`config.mk`:
```
export PLATFORM = sky130hd
export DESIGN_NAME = player_motion_ctrl_flat
export DESIGN_NICKNAME = d
export VERILOG_FILES = /design/src/rtl/game_pkg.sv /design/src/rtl/player_motion_ctrl_if.sv /design/src/rtl/axis_step_sat.sv /design/src/rtl/player_motion_ctrl.sv /design/src/flat_wrapper.sv
export SDC_FILE = /design/constraint.sdc
export NUM_CORES = 1
export LEC_CHECK = 0
export ABC_CLOCK_PERIOD_IN_PS = 10900
export CAP_MARGIN = 20
export CORE_UTILIZATION = 50
export CTS_CLUSTER_SIZE = 24
export DETAILED_ROUTE_END_ITERATION = 16
export HOLD_SLACK_MARGIN = 0.06
export PLACE_DENSITY = 0.73
export SLEW_MARGIN = 20
export SYNTH_ARGS = -nofsm -noshare
export SYNTH_HDL_FRONTEND = slang
export SYNTH_SLANG_ARGS = --single-unit
```
`constraint.sdc`:
```
create_clock -name clk -period 10.9 [get_ports clk]
set_input_delay 2.725 -clock clk [delete_from_list [all_inputs] [get_ports clk]]
set_output_delay 2.725 -clock clk [all_outputs]
set_load 0.01 [all_outputs]
```
`src/rtl/game_pkg.sv`:
```
// Shared encodings for the player motion block: collision codes, FSM states,
// coordinate widths and packed-position field offsets.
package game_pkg;
   localparam int COORD_W = 10;
   localparam int POS_W   = 2 * COORD_W;
   localparam int X_LSB   = 10;
   localparam int Y_LSB   = 0;
   localparam int DELTA_W = COORD_W + 1;
   localparam int CNT_W   = 6;

   localparam logic [2:0] COL_NONE  = 3'd0;
   localparam logic [2:0] COL_UP    = 3'd1;
   localparam logic [2:0] COL_DOWN  = 3'd2;
   localparam logic [2:0] COL_LEFT  = 3'd3;
   localparam logic [2:0] COL_RIGHT = 3'd4;

   typedef enum logic [1:0] {ALIVE, KNOCKBACK, INVULN, DEAD} state_t;

   // Codes 5-7 are not real collisions and must be treated like COL_NONE.
   function automatic logic is_collision(input logic [2:0] code);
      return (code >= COL_UP) && (code <= COL_RIGHT);
   endfunction
endpackage

```
`src/rtl/player_motion_ctrl_if.sv`:
```
// Per-frame control inputs and player status outputs of player_motion_ctrl.
interface player_motion_ctrl_if;
   import game_pkg::*;
   logic             frame_tick;
   logic             btn_up, btn_down, btn_left, btn_right, btn_start;
   logic [2:0]       enemy_collide;
   logic [POS_W-1:0] position;
   logic [1:0]       lives;
   logic             hit, invuln, game_over;

   modport master (
      output frame_tick, btn_up, btn_down, btn_left, btn_right, btn_start, enemy_collide,
      input  position, lives, hit, invuln, game_over
   );
   modport slave (
      input  frame_tick, btn_up, btn_down, btn_left, btn_right, btn_start, enemy_collide,
      output position, lives, hit, invuln, game_over
   );
endinterface

```
`src/rtl/axis_step_sat.sv`:
```
// One coordinate plus a signed delta, clamped to [0, MAX] so the sprite never
// wraps or leaves the visible area.
module axis_step_sat
   import game_pkg::*;
#(
   parameter int MAX = 624
) (
   input  logic [COORD_W-1:0]        coord,
   input  logic signed [DELTA_W-1:0] delta,
   output logic [COORD_W-1:0]        result
);
   localparam logic signed [DELTA_W-1:0] MAX_S = DELTA_W'(MAX);

   logic signed [DELTA_W-1:0] sum;

   assign sum = $signed({1'b0, coord}) + delta;

   always_comb begin
      if (sum[DELTA_W-1])   result = '0;
      else if (sum > MAX_S) result = MAX_S[COORD_W-1:0];
      else                  result = sum[COORD_W-1:0];
   end
endmodule

```
`src/rtl/player_motion_ctrl.sv`:
```
// Per-frame player movement, knockback, invulnerability and lives tracking.
// All state advances only on frame_tick; hit is a one-cycle pulse.
module player_motion_ctrl
   import game_pkg::*;
#(
   parameter int START_X    = 320,
   parameter int START_Y    = 240,
   parameter int STEP       = 2,
   parameter int KB_STEP    = 4,
   parameter int KB_FRAMES  = 8,
   parameter int INV_FRAMES = 60,
   parameter int SCREEN_W   = 640,
   parameter int SCREEN_H   = 480,
   parameter int SPRITE     = 16,
   parameter int LIVES      = 3
) (
   input logic                 clk,
   input logic                 rst,
   player_motion_ctrl_if.slave bus
);
   localparam int X_MAX = SCREEN_W - SPRITE;
   localparam int Y_MAX = SCREEN_H - SPRITE;
   localparam logic signed [DELTA_W-1:0] STEP_D = DELTA_W'(STEP);
   localparam logic signed [DELTA_W-1:0] KB_D   = DELTA_W'(KB_STEP);

   state_t               state, state_nxt;
   logic [COORD_W-1:0]   x, y, x_sat, y_sat;
   logic [CNT_W-1:0]     cnt, cnt_nxt;
   logic [2:0]           dir, dir_nxt;
   logic [1:0]           lives, lives_nxt;
   logic                 hit, hit_nxt, restart;
   logic signed [DELTA_W-1:0] dx, dy, mv_dx, mv_dy, kb_dx, kb_dy;

   // Opposing buttons on one axis cancel out.
   assign mv_dx = (bus.btn_right && !bus.btn_left) ?  STEP_D :
                  (bus.btn_left && !bus.btn_right) ? -STEP_D : '0;
   assign mv_dy = (bus.btn_down && !bus.btn_up)    ?  STEP_D :
                  (bus.btn_up && !bus.btn_down)    ? -STEP_D : '0;

   // Push away from the enemy side that was latched on the hit.
   assign kb_dx = (dir == COL_LEFT)  ?  KB_D : (dir == COL_RIGHT) ? -KB_D : '0;
   assign kb_dy = (dir == COL_UP)    ?  KB_D : (dir == COL_DOWN)  ? -KB_D : '0;

   axis_step_sat #(.MAX(X_MAX)) u_x (.coord(x), .delta(dx), .result(x_sat));
   axis_step_sat #(.MAX(Y_MAX)) u_y (.coord(y), .delta(dy), .result(y_sat));

   always_comb begin
      state_nxt = state;
      cnt_nxt   = cnt;
      dir_nxt   = dir;
      lives_nxt = lives;
      hit_nxt   = 1'b0;
      restart   = 1'b0;
      dx        = '0;
      dy        = '0;
      case (state)
         ALIVE: begin
            if (is_collision(bus.enemy_collide)) begin
               lives_nxt = (lives != 2'd0) ? lives - 2'd1 : 2'd0;
               hit_nxt   = 1'b1;
               dir_nxt   = bus.enemy_collide;
               cnt_nxt   = CNT_W'(KB_FRAMES - 1);
               state_nxt = (lives_nxt == 2'd0) ? DEAD : KNOCKBACK;
            end else begin
               dx = mv_dx;
               dy = mv_dy;
            end
         end
         KNOCKBACK: begin
            dx = kb_dx;
            dy = kb_dy;
            if (cnt == '0) begin
               cnt_nxt   = CNT_W'(INV_FRAMES - 1);
               state_nxt = INVULN;
            end else begin
               cnt_nxt = cnt - CNT_W'(1);
            end
         end
         INVULN: begin
            dx = mv_dx;
            dy = mv_dy;
            if (cnt == '0) state_nxt = ALIVE;
            else           cnt_nxt   = cnt - CNT_W'(1);
         end
         DEAD: begin
            if (bus.btn_start) begin
               restart   = 1'b1;
               state_nxt = ALIVE;
               lives_nxt = 2'(LIVES);
               cnt_nxt   = '0;
               dir_nxt   = COL_NONE;
            end
         end
         default: state_nxt = ALIVE;
      endcase
   end

   always_ff @(posedge clk) begin
      if (rst) begin
         state <= ALIVE;
         x     <= COORD_W'(START_X);
         y     <= COORD_W'(START_Y);
         lives <= 2'(LIVES);
         cnt   <= '0;
         dir   <= COL_NONE;
         hit   <= 1'b0;
      end else if (bus.frame_tick) begin
         state <= state_nxt;
         x     <= restart ? COORD_W'(START_X) : x_sat;
         y     <= restart ? COORD_W'(START_Y) : y_sat;
         lives <= lives_nxt;
         cnt   <= cnt_nxt;
         dir   <= dir_nxt;
         hit   <= hit_nxt;
      end else begin
         hit <= 1'b0;
      end
   end

   assign bus.position  = {x, y};
   assign bus.lives     = lives;
   assign bus.hit       = hit;
   assign bus.invuln    = (state == KNOCKBACK) || (state == INVULN);
   assign bus.game_over = (state == DEAD);
endmodule
```
`src/flat_wrapper.sv`:
```
// flat-port wrapper written by rule: the top's interface ports become plain ports
module player_motion_ctrl_flat import game_pkg::*;
#(
   parameter int START_X    = 320,
   parameter int START_Y    = 240,
   parameter int STEP       = 2,
   parameter int KB_STEP    = 4,
   parameter int KB_FRAMES  = 8,
   parameter int INV_FRAMES = 60,
   parameter int SCREEN_W   = 640,
   parameter int SCREEN_H   = 480,
   parameter int SPRITE     = 16,
   parameter int LIVES      = 3
)
  (clk, rst, bus_frame_tick, bus_btn_up, bus_btn_down, bus_btn_left, bus_btn_right, bus_btn_start, bus_enemy_collide, bus_position, bus_lives, bus_hit, bus_invuln, bus_game_over);
  player_motion_ctrl_if bus_i ();
  input logic clk;
  input logic rst;
  input wire logic [$bits(bus_i.frame_tick)-1:0] bus_frame_tick;
  input wire logic [$bits(bus_i.btn_up)-1:0] bus_btn_up;
  input wire logic [$bits(bus_i.btn_down)-1:0] bus_btn_down;
  input wire logic [$bits(bus_i.btn_left)-1:0] bus_btn_left;
  input wire logic [$bits(bus_i.btn_right)-1:0] bus_btn_right;
  input wire logic [$bits(bus_i.btn_start)-1:0] bus_btn_start;
  input wire logic [$bits(bus_i.enemy_collide)-1:0] bus_enemy_collide;
  output wire logic [$bits(bus_i.position)-1:0] bus_position;
  output wire logic [$bits(bus_i.lives)-1:0] bus_lives;
  output wire logic [$bits(bus_i.hit)-1:0] bus_hit;
  output wire logic [$bits(bus_i.invuln)-1:0] bus_invuln;
  output wire logic [$bits(bus_i.game_over)-1:0] bus_game_over;
  assign bus_i.frame_tick = bus_frame_tick;
  assign bus_i.btn_up = bus_btn_up;
  assign bus_i.btn_down = bus_btn_down;
  assign bus_i.btn_left = bus_btn_left;
  assign bus_i.btn_right = bus_btn_right;
  assign bus_i.btn_start = bus_btn_start;
  assign bus_i.enemy_collide = bus_enemy_collide;
  assign bus_position = bus_i.position;
  assign bus_lives = bus_i.lives;
  assign bus_hit = bus_i.hit;
  assign bus_invuln = bus_i.invuln;
  assign bus_game_over = bus_i.game_over;
  player_motion_ctrl #(.START_X(START_X), .START_Y(START_Y), .STEP(STEP), .KB_STEP(KB_STEP), .KB_FRAMES(KB_FRAMES), .INV_FRAMES(INV_FRAMES), .SCREEN_W(SCREEN_W), .SCREEN_H(SCREEN_H), .SPRITE(SPRITE), .LIVES(LIVES)) u_core (.clk(clk), .rst(rst), .bus(bus_i));
endmodule
```
# Yosys cells after proc, flatten, opt, wreduce, memory -nomap -nowiden
# Index checks and enable logic that the tools add are counted.
dict set report op_classes {
  n_addsub 4
  n_mul 0
  div 0
  order_cmp 4
  n_eq_ne 12
  n_shift 0
  mux 39
  bitwise 2
  reduce_logical 19
}
# op n
set op_table {}
lappend op_table {{two-way mux 11 bit} 10}
lappend op_table {{case mux 11 bit (3 select lines)} 2}
lappend op_table {{two-way mux 10 bit} 6}
lappend op_table {{two-way mux 6 bit} 4}
lappend op_table {{case mux 6 bit (4 select lines)} 1}
lappend op_table {{adder 11 bit} 2}
lappend op_table {{two-way mux 2 bit} 8}
lappend op_table {{greater-than comparator 11 x 10 -> 1 bit (second input constant)} 1}
lappend op_table {{greater-than comparator 11 bit (second input constant)} 1}
lappend op_table {{case mux 2 bit (4 select lines)} 1}
lappend op_table {{AND reduction 4 bit} 2}
lappend op_table {{equality test 3 x 2 -> 1 bit (second input constant)} 2}
lappend op_table {{zero test 6 bit} 1}
lappend op_table {{two-way mux 3 bit} 2}
lappend op_table {{inequality test 2 x 1 -> 1 bit (second input constant)} 3}
lappend op_table {{case mux 3 bit (2 select lines)} 1}
lappend op_table {{subtractor 6 x 1 -> 6 bit (second input constant)} 1}
lappend op_table {{logical AND 1 bit} 5}
lappend op_table {{AND reduction 5 bit} 1}
lappend op_table {{equality test 2 bit (second input constant)} 2}
lappend op_table {{zero test 1 bit} 4}
lappend op_table {{zero test 2 bit} 2}
lappend op_table {{inequality test 2 bit (second input constant)} 2}
lappend op_table {{case mux 2 bit (2 select lines)} 1}
lappend op_table {{other kinds (11)} 15}
dict set report totals {
  ff_bits 34
  latchBits 0
  ram_bits 0
  romBits 0
  inputBits 11
  word_cells 87
  memories 0
}

# Logic depth before layout (Yosys ltp)
dict set report logic_depth {
  ltp_word 11
  ltp_mapped 17
  depth_no_buf 16
}

# Hierarchy
# A second synthesis with hierarchy kept.
dict set report unflattened {
  hier_cells 365
  area_unflattened_um2 3025.4
}
# module n_inst cells_each area_each_um2 seq_area_each_um2
set by_module_without_submodules {}
lappend by_module_without_submodules {player_motion_ctrl 1 194 1717.9 680.7}
lappend by_module_without_submodules {{axis_step_sat at u_core.u_y} 1 92 688.2 0.0}
lappend by_module_without_submodules {{axis_step_sat at u_core.u_x} 1 79 619.3 0.0}

# Least setup slack after synthesis
# Ideal clock, no wire load.
dict set report synth_path {
  path_type {in2reg}
  from {in bus_enemy_collide[0]}
  to {reg u_core.y[2]}
  setup_ns 0.117
  t_arrival_ns 6.093
  slack_ns 4.690
  path_stages 14
  n_path_buf 0
  cell_sequence {or4b_4 a31o_2 o21ai_1 or2_2 inv_1 fa_1 nor2b_1 o21ai_0 a21boi_0 o21ai_0 a21boi_0 nand3_1 o211a_1 a32o_1}
}
dict set report synth_via {
  elab_chain_cells 9
  word_cells_on_any_way 10
  classes_between {add/sub (1); order compare (3); mux (5); reduce/logical (1)}
}
# item line_no
set synth_rtl {}
lappend synth_rtl {{start: declaration} flat_wrapper.sv:25} ;# input wire logic [$bits(bus_i.enemy_collide)-1:0] bus_enemy_collide;
lappend synth_rtl {{greater-or-equal comparator 3 x 1 -> 1 bit / less-or-equal comparator 3 bit (equally long branches)} game_pkg.sv:21} ;# return (code >= COL_UP) && (code <= COL_RIGHT);
lappend synth_rtl {{logical AND 1 bit (*)} game_pkg.sv:21}
lappend synth_rtl {{two-way mux 11 bit (*)} player_motion_ctrl.sv:58} ;# if (is_collision(bus.enemy_collide)) begin
lappend synth_rtl {{case mux 11 bit (3 select lines) (*)} player_motion_ctrl.sv:56} ;# case (state)
lappend synth_rtl {{adder 11 bit (*)} axis_step_sat.sv:16} ;# assign sum = $signed({1'b0, coord}) + delta;
lappend synth_rtl {{greater-than comparator 11 x 10 -> 1 bit} axis_step_sat.sv:20} ;# else if (sum > MAX_S) result = MAX_S[COORD_W-1:0];
lappend synth_rtl {{two-way mux 10 bit} axis_step_sat.sv:20}
lappend synth_rtl {{two-way mux 10 bit (*)} axis_step_sat.sv:19} ;# if (sum[DELTA_W-1]) result = '0;
lappend synth_rtl {{two-way mux 10 bit (*)} player_motion_ctrl.sv:110} ;# y <= restart ? COORD_W'(START_Y) : y_sat;
lappend synth_rtl {{end signal: assignment} player_motion_ctrl.sv:102} ;# y <= COORD_W'(START_Y);
lappend synth_rtl {{end signal: assignment} player_motion_ctrl.sv:110}
lappend synth_rtl {{end: declaration} player_motion_ctrl.sv:27} ;# logic [COORD_W-1:0] x, y, x_sat, y_sat;
# Every way passes the cells marked *; elsewhere a longest branch is shown, timed or not.
# A chain may end at the register's enable or synchronous reset.

# Final worst setup path
dict set report layout_path {
  from {in bus_enemy_collide[0]}
  to {reg u_core.y[1]}
}
# The elaborated chain is that of the path after synthesis.

==> results.json <==
{
  "status": "finished, final reports clean",
  "clockBufferDepth": 2,
  "fillers": 495,
  "path_clk_slew_ns": 0.07,
  "synth_xor_area_share_pct": 2.642,
  "final-seq-area_um2": 640.6,
  "cp_cell_sequence": "clkdlybuf4s50_1 > or4b_4 > a31o_2 > o21ai_1 > or2_2 > inv_1 > fa_1 > nor2b_1 > o21ai_0 > a21boi_0 > o21ai_0 > a21boi_0 > nand3_1 > o211a_1 > a32o_1",
  "routabilityCongestion": 0.8821,
  "htree_levels": 2,
  "first_global_vias": 2371,
  "cts_tree": "done",
  "critical_path.max_fanout": 13,
  "tns_ns": 0,
  "crit_type": "in2reg",
  "place_area_um2": 3000,
  "worstPathArrival_ns": 7.04,
  "maxCapViolCount": 0,
  "route.detailed.drc": 0,
  "start_util_pct": 51.94,
  "synth_edf_count": 0,
  "cts_root_buf": "clkbuf_8",
  "wire_per_inst_um": 14.20,
  "instances_no_fill": 454,
  "ant_nets": 0,
  "synth_ff_type": "dfxtp_1",
  "rsz0062_at_grt": "no",
  "multi_input_area_um2": 1829,
  "grt_pass1_wl_um": 10750,
  "ir_worst_vdd_mv": 0.09294,
  "vias": 2679,
  "synth_top_family_by_area": "compound AO/OA/AOI/OAI gates",
  "post_cts_resized": 0,
  "cts_setup_buffers": 0,
  "cp-start-kind": "primary input",
  "layout_common_cells": "nor2_1, clkdlybuf4s50_1, dfxtp_1",
  "ys_async_sr_fraction_pct": 0,
  "drt_first_pass_iters": 5,
  "grtUsageTotal_pct": 24.82,
  "coreArea_um2": 5107,
  "drv_slew": 0,
  "slowest_stage": "o21ai_1",
  "cts_buffers": 5,
  "grt_max_degree": 23,
  "critPathCaptureType": "register",
  "hp-class": "reg2reg",
  "cts_hold_buf": 0,
  "yosysWarnings": 0,
  "rows": 26,
  "chipWidth_um": 74.84,
  "fmax_mhz": 145.9,
  "max-slew-margin-rel_pct": 39.05,
  "final_area_um2": 3127,
  "drive_above_1_share_pct": 6.510,
  "synthMuxAreaShare_pct": 1.887,
  "die-area_um2": 5600,
  "postSynthAreaPerCell_um2": 7.493,
  "wl_um": 6449,
  "period_minus_slack_ns": 6.855,
  "synthCells": 354,
  "die_y_um": 74.84,
  "insertion_delay_ns": 0.28,
  "gr-total-overflow": 0,
  "antenna_found_initial": 0,
  "vias_per_cell": 5.901,
  "hold_viol_final": 0,
  "dp_hpwl_um": 4869,
  "portBuffers": 33,
  "final_common_cell": "nor2_1",
  "slowest_delay_ns": 0.66,
  "cellPowerDensity_nw_per_um2": 146.0,
  "synth.ff_latch_count": 32,
  "area_growth_pct": 17.88,
  "final_nets": 416,
  "dp.cells": 446,
  "synth_fa_ha_area_share_pct": 10.94,
  "clkSinkCount": 32,
  "synth_compound_area_share_pct": 27.41,
  "synth_cell_type_count": 65,
  "worstMarginPinSlew_ns": 0.9114,
  "ys_seq_area_share_pct": 24.15,
  "post-route-period-util_pct": 62.89,
  "io_pins": 36,
  "finalSetupViolations": 0,
  "p_leak_nw": 1.275,
  "worstPathRequired_ns": 11.08,
  "clock_skew_ns": 0.01074,
  "synth_area_um2": 2653,
  "diodes": 0,
  "drt_iter0_markers": 308,
  "synth-simple-area-share_pct": 25.80
}
[state kept, by name (all words and copies together) (netlist names)]
signal            flops
u_core.y              9
u_core.bus.lives      2
u_core.dir            3
u_core.bus.hit        1
u_core.state          2
u_core.x              9
u_core.cnt            6
[layout make-up]
cell class,count,share of cell area [%]
timing repair buffer,33,10.56
multi-input combinational,281,58.50
tap,70,2.801
sequential,32,20.49
clock buffer,7,3.081
clock inverter,1,0.9604
inverter,30,3.601
[critical path: cells and delay by family]
| kind | cells | cell delay, ns |
|---|---|---|
| adders and majority gates | 1 | 0.42 |
| AOI/OAI and AO/OA | 8 | 2.30 |
| and+or+nand+nor | 4 | 1.09 |
| buffers and inverters | 2 | 0.51 |
[power by group]
part	internal [mW]	total, mW	switching [mW]
registers	0.131	0.149	0.0180
logic	0.0811	0.182	0.100
clock network	0.0807	0.126	0.0456
[logic make-up after synthesis]
kind of cell,count (synthesis)
and+or+nand+nor,134
AOI/OAI and AO/OA,110
buffers and inverters,42
DFF,32
adders and majority gates,22
xor gates and xnor gates,8
muxes,5
other,1
[synth_stat cells (all sizes together), types with 3 or more instances]
library cell,number,area share [%]
nor2,39,5.5
or3,4,0.99
mux2i,5,1.9
nand2b,3,0.71
nand3,16,3.0
o22ai,3,0.94
nor3,10,1.9
o21ai,30,5.8
ha,20,9.4
xnor2,4,1.3
nand4,4,0.94
o211ai,5,1.4
and3,3,0.71
a211oi,6,1.7
a21o,4,1.1
nor4,6,1.4
xor2,4,1.3
nand2,28,4.0
or2,3,0.71
or4b,3,1.4
a21boi,5,1.4
o21a,3,0.85
a31oi,5,1.2
buf,4,1.3
clkbuf,8,1.5
nor3b,3,0.85
dfxtp,32,24
and2,4,0.99
inv,30,4.2
a21oi,26,4.9
[stage by stage]
stage	hold WS [ns]	setup slack [ns]	util, %	total power, mW
floorplan	0.4395	4.690	-	0.2793
global placement	0.4573	3.923	58.75	0.3275
detailed placement	0.4589	3.787	58.75	0.3297
CTS	0.4679	4.076	61.22	0.4551
global route	0.4874	3.698	61.22	0.4861
finish	0.4638	4.045	61.22	0.4566
[final timing paths]
check / cells after the start / startpoint / to / slack [ns]
worst max-delay path: 15 / bus_enemy_collide[0] / u_core.y[1] / 4.05
worst min-delay path: 2 / u_core.y[8] / u_core.y[8] / 0.46
worst max register to register: 16 / u_core.state[1] / u_core.y[1] / 6.29
worst min register to register: 2 / u_core.y[8] / u_core.y[8] / 0.46
[layer usage]
| metal | wire [um] | GRT usage, % |
|---|---|---|
| met1 | 2982 | 32.92 |
| met2 | 2994 | 40.54 |
| met3 | 380 | 5.087 |
| met4 | 92 | 7.757 |
| met5 | 0 | 0 |
(Power assumes the default switching activity.)
